<file path="src/rtl/div_hilo_ctrl_if.sv">
// rtl/div_hilo_ctrl_if.sv - handshake bundle between the HI/LO sequencer and the iterative divider
//
// Purpose: carries the start pulse and operands to the divider and the
// completion pulse, zero flag and results back from it.
// Signals:
//   DivStart  one-cycle start pulse to divider
//   DivA      dividend to divider (32)
//   DivB      divisor to divider (32)
//   DivDone   divider completion pulse, results valid same cycle
//   DivZero   divider divide-by-zero flag, qualified by DivDone
//   DivHigh   divider remainder (32)
//   DivLow    divider quotient (32)
// Modports: master = sequencer side, slave = divider side.

interface div_hilo_ctrl_if;
  logic        DivStart;
  logic [31:0] DivA;
  logic [31:0] DivB;
  logic        DivDone;
  logic        DivZero;
  logic [31:0] DivHigh;
  logic [31:0] DivLow;

  modport master (
    output DivStart, DivA, DivB,
    input  DivDone, DivZero, DivHigh, DivLow
  );

  modport slave (
    input  DivStart, DivA, DivB,
    output DivDone, DivZero, DivHigh, DivLow
  );
endinterface

</file>
<file path="src/rtl/div_hilo_ctrl.sv">
// rtl/div_hilo_ctrl.sv - DIV sequencer and HI/LO register owner
//
// Purpose: latches DIV operands, pulses the divider start, waits for the
// divider to finish and writes remainder/quotient into HI/LO. Flags
// divide-by-zero and divider timeout, and holds Busy while a division is
// in flight so the control unit stalls MFHI/MFLO/DIV.
// Optional feature: define DIV_SIGNED_EN for signed DIV support (operand
// magnitudes go to the divider, a FIX state restores result signs).
// Ports:
//   clk         system clock, posedge
//   Reset       synchronous active-high reset
//   DivReq      DIV issue request (sampled only when idle)
//   DivSigned   1=DIV, 0=DIVU (used only with DIV_SIGNED_EN)
//   RsData      dividend (32)
//   RtData      divisor (32)
//   MtHi/MtLo   HI/LO write strobes
//   MtData      HI/LO write data (32)
//   div         divider handshake (master side)
//   Hi/Lo       HI/LO registers (32)
//   Busy        high whenever the sequencer is not idle
//   DivExc      one-cycle divide-by-zero exception pulse
//   DivTimeout  one-cycle divider timeout pulse

module div_hilo_ctrl #(
  parameter int TIMEOUT_CYCLES = 40
) (
  input  logic                   clk,
  input  logic                   Reset,
  input  logic                   DivReq,
  input  logic                   DivSigned,
  input  logic [31:0]            RsData,
  input  logic [31:0]            RtData,
  input  logic                   MtHi,
  input  logic                   MtLo,
  input  logic [31:0]            MtData,
  div_hilo_ctrl_if.master        div,
  output logic [31:0]            Hi,
  output logic [31:0]            Lo,
  output logic                   Busy,
  output logic                   DivExc,
  output logic                   DivTimeout
);

  localparam int CW = $clog2(TIMEOUT_CYCLES + 1);
  localparam logic [CW-1:0] CNT_LAST = CW'(TIMEOUT_CYCLES - 1);

`ifdef DIV_SIGNED_EN
  typedef enum logic [1:0] {S_IDLE, S_START, S_WAIT, S_FIX} state_t;
`else
  typedef enum logic [1:0] {S_IDLE, S_START, S_WAIT} state_t;
`endif

  state_t        state_q, state_d;
  logic [CW-1:0] cnt_q, cnt_d;
  logic [31:0]   hi_d, lo_d, diva_d, divb_d;
  logic          start_d, exc_d, tmo_d;

`ifdef DIV_SIGNED_EN
  // Operation sign bookkeeping for the FIX step.
  logic sop_q, sop_d;
  logic sgn_a_q, sgn_a_d;
  logic sgn_b_q, sgn_b_d;
`else
  logic unused_div_signed;
  assign unused_div_signed = DivSigned;
`endif

  always_ff @(posedge clk) begin
    if (Reset) begin
      state_q      <= S_IDLE;
      cnt_q        <= '0;
      Hi           <= '0;
      Lo           <= '0;
      div.DivA     <= '0;
      div.DivB     <= '0;
      div.DivStart <= 1'b0;
      DivExc       <= 1'b0;
      DivTimeout   <= 1'b0;
      Busy         <= 1'b0;
`ifdef DIV_SIGNED_EN
      sop_q        <= 1'b0;
      sgn_a_q      <= 1'b0;
      sgn_b_q      <= 1'b0;
`endif
    end else begin
      state_q      <= state_d;
      cnt_q        <= cnt_d;
      Hi           <= hi_d;
      Lo           <= lo_d;
      div.DivA     <= diva_d;
      div.DivB     <= divb_d;
      div.DivStart <= start_d;
      DivExc       <= exc_d;
      DivTimeout   <= tmo_d;
      // Registered from the next state so Busy lines up with state_q.
      Busy         <= (state_d != S_IDLE);
`ifdef DIV_SIGNED_EN
      sop_q        <= sop_d;
      sgn_a_q      <= sgn_a_d;
      sgn_b_q      <= sgn_b_d;
`endif
    end
  end

  always_comb begin
    state_d = state_q;
    cnt_d   = cnt_q;
    hi_d    = Hi;
    lo_d    = Lo;
    diva_d  = div.DivA;
    divb_d  = div.DivB;
    start_d = 1'b0;
    exc_d   = 1'b0;
    tmo_d   = 1'b0;
`ifdef DIV_SIGNED_EN
    sop_d   = sop_q;
    sgn_a_d = sgn_a_q;
    sgn_b_d = sgn_b_q;
`endif

    unique case (state_q)
      S_IDLE: begin
        // MT writes land even alongside a DivReq; the DIV result later
        // overwrites them.
        if (MtHi) hi_d = MtData;
        if (MtLo) lo_d = MtData;
        if (DivReq) begin
          if (RtData == 32'd0) begin
            exc_d = 1'b1;
          end else begin
`ifdef DIV_SIGNED_EN
            sop_d   = DivSigned;
            sgn_a_d = DivSigned & RsData[31];
            sgn_b_d = DivSigned & RtData[31];
            diva_d  = (DivSigned && RsData[31]) ? (~RsData + 32'd1) : RsData;
            divb_d  = (DivSigned && RtData[31]) ? (~RtData + 32'd1) : RtData;
`else
            diva_d  = RsData;
            divb_d  = RtData;
`endif
            start_d = 1'b1;
            state_d = S_START;
          end
        end
      end

      S_START: begin
        cnt_d   = '0;
        state_d = S_WAIT;
      end

      S_WAIT: begin
        cnt_d = cnt_q + CW'(1);
        // Completion is checked first so a DivDone on the final allowed
        // cycle beats the timeout.
        if (div.DivDone) begin
          state_d = S_IDLE;
          if (div.DivZero) begin
            exc_d = 1'b1;
          end else begin
            hi_d = div.DivHigh;
            lo_d = div.DivLow;
`ifdef DIV_SIGNED_EN
            if (sop_q) state_d = S_FIX;
`endif
          end
        end else if (cnt_q == CNT_LAST) begin
          // This is the TIMEOUT_CYCLES-th cycle spent waiting.
          tmo_d   = 1'b1;
          state_d = S_IDLE;
        end
      end

`ifdef DIV_SIGNED_EN
      S_FIX: begin
        // Quotient is negative when operand signs differ; remainder
        // follows the dividend. 0x80000000/-1 falls out naturally as
        // -(0x80000000) == 0x80000000 with remainder 0.
        if (sgn_a_q ^ sgn_b_q) lo_d = ~Lo + 32'd1;
        if (sgn_a_q)           hi_d = ~Hi + 32'd1;
        state_d = S_IDLE;
      end
`endif

      default: state_d = S_IDLE;
    endcase
  end

endmodule

</file>
<file path="src/flat_wrapper.sv">
// flat-port wrapper written by rule: the top's interface ports become plain ports
module div_hilo_ctrl_flat 
#(
  parameter int TIMEOUT_CYCLES = 40
)
  (clk, Reset, DivReq, DivSigned, RsData, RtData, MtHi, MtLo, MtData, Hi, Lo, Busy, DivExc, DivTimeout, div_DivStart, div_DivA, div_DivB, div_DivDone, div_DivZero, div_DivHigh, div_DivLow);
  div_hilo_ctrl_if div_i ();
  input  logic clk;
  input  logic Reset;
  input  logic DivReq;
  input  logic DivSigned;
  input  logic [31:0] RsData;
  input  logic [31:0] RtData;
  input  logic MtHi;
  input  logic MtLo;
  input  logic [31:0] MtData;
  output logic [31:0] Hi;
  output logic [31:0] Lo;
  output logic Busy;
  output logic DivExc;
  output logic DivTimeout;
  output wire logic [$bits(div_i.DivStart)-1:0] div_DivStart;
  output wire logic [$bits(div_i.DivA)-1:0] div_DivA;
  output wire logic [$bits(div_i.DivB)-1:0] div_DivB;
  input wire logic [$bits(div_i.DivDone)-1:0] div_DivDone;
  input wire logic [$bits(div_i.DivZero)-1:0] div_DivZero;
  input wire logic [$bits(div_i.DivHigh)-1:0] div_DivHigh;
  input wire logic [$bits(div_i.DivLow)-1:0] div_DivLow;
  assign div_DivStart = div_i.DivStart;
  assign div_DivA = div_i.DivA;
  assign div_DivB = div_i.DivB;
  assign div_i.DivDone = div_DivDone;
  assign div_i.DivZero = div_DivZero;
  assign div_i.DivHigh = div_DivHigh;
  assign div_i.DivLow = div_DivLow;
  div_hilo_ctrl #(.TIMEOUT_CYCLES(TIMEOUT_CYCLES)) u_core (.clk(clk), .Reset(Reset), .DivReq(DivReq), .DivSigned(DivSigned), .RsData(RsData), .RtData(RtData), .MtHi(MtHi), .MtLo(MtLo), .MtData(MtData), .div(div_i), .Hi(Hi), .Lo(Lo), .Busy(Busy), .DivExc(DivExc), .DivTimeout(DivTimeout));
endmodule
</file>
<file path="config.mk">
export PLATFORM = sky130hd
export DESIGN_NAME = div_hilo_ctrl_flat
export DESIGN_NICKNAME = d
export VERILOG_FILES = /design/src/rtl/div_hilo_ctrl_if.sv /design/src/rtl/div_hilo_ctrl.sv /design/src/flat_wrapper.sv
export SDC_FILE = /design/constraint.sdc
export NUM_CORES = 1
export LEC_CHECK = 0
export CAP_MARGIN = 10
export CORE_MARGIN = 8
export CORE_UTILIZATION = 35
export CTS_CLUSTER_DIAMETER = 60
export DETAILED_ROUTE_END_ITERATION = 12
export PLACE_DENSITY_LB_ADDON = 0.12
export SLEW_MARGIN = 40
export SYNTH_ARGS = -nofsm -noshare
export SYNTH_HDL_FRONTEND = slang
export SYNTH_SLANG_ARGS = --single-unit
export TNS_END_PERCENT = 1
</file>
<file path="constraint.sdc">
create_clock -name clk -period 2.1 [get_ports clk]
set_input_delay 0.63 -clock clk [delete_from_list [all_inputs] [get_ports clk]]
set_output_delay 0.63 -clock clk [all_outputs]
set_load 0.005 [all_outputs]
</file>
==> run summary <==
Routed wirelength normalized by instance count: 16.6 um
Vias: 5618
Path type of the worst min-delay path: register to register
Register-to-register path setup slack: 0.29 ns
Final non-filler cell area: 10300 um2
Stage delay of the slowest cell on the critical path: 0.42 ns
Clock skew after layout: 0.0101 ns
Fraction of the mapped netlist area in compound gates: 0.150
Overall routing resource usage: 0.173
Number of global-route vias before repair: 5667
Main flop type after synthesis: dfxtp_1
Remaining global-route overflow: 0
Post-synthesis share of cell area spent on xor and xnor gates: 0.00547
Adder and majority cell fraction of the synthesized area: 0.00977
Die footprint: 22900 um2
Synthesis-to-layout area growth: 60.9%
Crit path cell chain: clkdlybuf4s50_1 -> nor4_1 -> buf_4 -> and4_4 -> a21oi_4 -> buf_12 -> mux2i_1
Count of final hold-check violations: 0
Post-Syn Area: 6400 um2
Mux cell area share after synthesis: 0.102
Placed cell count: 1177
Area contributors post-synth: dfxtp_1 44%, mux2i_1 10%, nand2b_1 10%, a211oi_1 6.7%, a21oi_1 5.3%
Share of synthesized cell area in and, or, nand and nor gates: 0.236
TritonCTS buffer count: 17
Worst rel slew slack: 0.714
Setup violation total in the final timing report: 0
Setup repair bufs after CTS: 0
Maximum number of pins on one net before global-route repair: 65
Most common library cells after synthesis: 140 x dfxtp_1, 104 x nand2b_1, 70 x nor2_1, 68 x a21oi_1, 65 x mux2i_1
CP bufs+invs: 3
Post-layout nets: 1140
Clock buffer depth: 2
Count of input and output buffers: 298
Number of instances in the synthesized netlist: 673
Worst setup SP type: input port
Root cell of the clock tree: clkbuf_16
Initial Util: 0.356
Clock-pin slew reported for the worst setup and hold paths after clock tree synthesis: 0.06 ns
Run status: complete, no violations
Count of antenna diodes in the layout: 0
Post-route ant nets: 0
Power per cell area: 840 nW/um2
Final critical-path required period: 2.03 ns
I/O pin count: 300
Cell taking the most area after synthesis: dfxtp_1
Total of warnings raised by yosys: 0
FFs w/ async S/R, synth: 0
Chip width: 151 um
Clock Sink Count: 140
Placed Area: 9650 um2
Main combinational cell family by area after synthesis: simple AND/OR/NAND/NOR gates
TritonCTS clock tree: done
Endpoint kind of the worst setup timing path: register
Worst Max-Slew Pin Slew: 0.429 ns
Number of cells in the finished layout apart from fillers: 1209
Drt first-iter violations: 141
MaxCap Viol Count: 0
Peak supply drop: 0.512 mV
P_leak: 3.92 nW
Average cell area after synthesis: 9.52 um2
Detailed-route wire length: 20.0 mm
Number of antenna violations at the first check in global routing: 0
Setup repair after global routing missed its margin: false
DRT Pass-1 Iters: 4
Accumulated negative setup slack: 0 ns
Highest clock rate: 492 MHz
Share of final-layout standard cells stronger than drive strength 1: 0.0878
Data arrival time of the worst path: 2.37 ns
Cell with the largest stage delay on the worst path: clkdlybuf4s50_1
Worst setup path class: input port to register
Dominant delay contributor by cell family on the critical path: buffers and inverters
# H-tree levels: 4
Via-per-instance ratio: 4.65
Part of the cycle the worst path needs: 0.968
Final max-slew violation count: 0
Latest clock arrival within the worst-skew pair: 0.42 ns
Count leader, synth: dfxtp_1
Placed wire-length estimate after detailed placement: 15.3 mm
Die Y: 151 um
Resized cells post-CTS: 0
First-pass GRT wire length: 30.8 mm
Largest fanout on the critical path: 23
Core Box Area: 18000 um2
Portion of synthesized cell area occupied by the leading cell type: 0.438
Weighted congestion at the end of routability-driven global placement: 0.746
Sequential share of the synthesized area: 0.438
DRC errors left: 0
Count of distinct cell types in the synthesized netlist: 38
Net Count, Synth: 846
Post-synth EDFFs: 0
Flip-flop and latch count after synthesis: 140
Hold bufs inserted after CTS: 0
Number of cell rows: 49
Data required time at the worst endpoint: 2.43 ns
final timing paths:
check | startpoint | endpoint | depth (start not counted)
hold reg to reg | u_core.div.DivB[25] | u_core.div.DivB[25] | 2
setup reg to reg | u_core.state_q[0] | u_core.div.DivA[23] | 7
setup / recovery | RtData[17] | u_core.div.DivA[23] | 7
hold / removal | u_core.div.DivB[25] | u_core.div.DivB[25] | 2
cell usage in the layout (no fill, tap or decap), types with 2 or more instances in the layout:
master           synthesis  routed
clkdlybuf4s50_1          0     297
a21oi_4                  2       3
mux2i_1                 65      65
clkinv_4                 0       3
nor2_1                  70      70
clkinv_2                 0       2
nor4_1                   3       3
ha_1                     5       4
nor2b_1                 34      34
a21oi_1                 68      68
bufinv_16                0       5
buf_4                    5      24
nand4_1                  3       3
nand2b_1               104     104
dfxtp_1                140     140
or2b_1                  26      26
a211oi_2                 8       8
and4_4                   2       2
nand2_1                  4       4
buf_12                   7       7
xor2_1                   3       3
clkinvlp_4               0       3
a211oi_1                57      57
inv_1                    5       5
clkbuf_16                0      17
nor4_2                   5       5
o21ai_0                  3       3
power by group:
| part | switching (mW) | internal [mW] |
|---|---|---|
| clock network | 1.20 | 2.14 |
| registers | 0.167 | 2.99 |
| logic | 0.898 | 1.26 |
| total | 2.26 | 6.39 |
cell type report:
| class | count | area (um2) |
|---|---|---|
| sequential | 140 | 2800 |
| tap | 229 | 287 |
| clock buffer | 18 | 439 |
| inverter | 5 | 18.8 |
| timing repair buffer | 328 | 3290 |
| fill | 1650 | 7660 |
| clock inverter | 14 | 218 |
| multi-input combinational | 475 | 3240 |
state kept, by name, indices dropped and copies added, names as in the netlist:
| register | cells |
|---|---|
| u_core.DivTimeout | 1 |
| u_core.div.DivStart | 1 |
| u_core.Lo | 32 |
| u_core.cnt_q | 6 |
| u_core.Busy | 1 |
| u_core.div.DivB | 32 |
| u_core.Hi | 32 |
| u_core.DivExc | 1 |
| u_core.div.DivA | 32 |
| u_core.state_q | 2 |
tightest hold or removal path: cells and delay by family, from the launching register on:
kind / cells / cell delay, ns
flip-flops: 1 / 0.31
AND/OR/NAND/NOR: 1 / 0.06
multiplexers: 1 / 0.06
logic make-up (layout without fill, tap and decap cells):
| group | count (synthesis) | after routing |
|---|---|---|
| AND/OR/NAND/NOR | 257 | 257 |
| AO/OA/AOI/OAI | 144 | 144 |
| flip-flops | 140 | 140 |
| multiplexers | 65 | 65 |
| buffers and inverters | 58 | 365 |
| adder cells (fa/ha/maj) | 5 | 5 |
| XOR/XNOR | 4 | 4 |
metal layers:
| metal | part of all wire | up-vias | track usage |
|---|---|---|---|
| met5 | 0 | - | 0 |
| met4 | 0.013 | 0 | 0.0539 |
| met3 | 0.11 | 18 | 0.0711 |
| met2 | 0.45 | 194 | 0.270 |
| met1 | 0.43 | 2491 | 0.214 |
| li1 | - | 2915 | - |
stage by stage:
stage	setup slack [ns]	hold WS (ns)	utilization	total power [mW]
after floorplan	0.379	0.439	-	4.21
after global routing	0.00801	0.480	0.574	9.10
after global placement	-0.359	0.457	0.537	5.38
after CTS	0.0916	0.472	0.574	8.79
after detailed placement	-0.326	0.460	0.537	5.40
final	0.0668	0.471	0.574	8.66
Note: power is estimated with default switching activity, not from simulation.
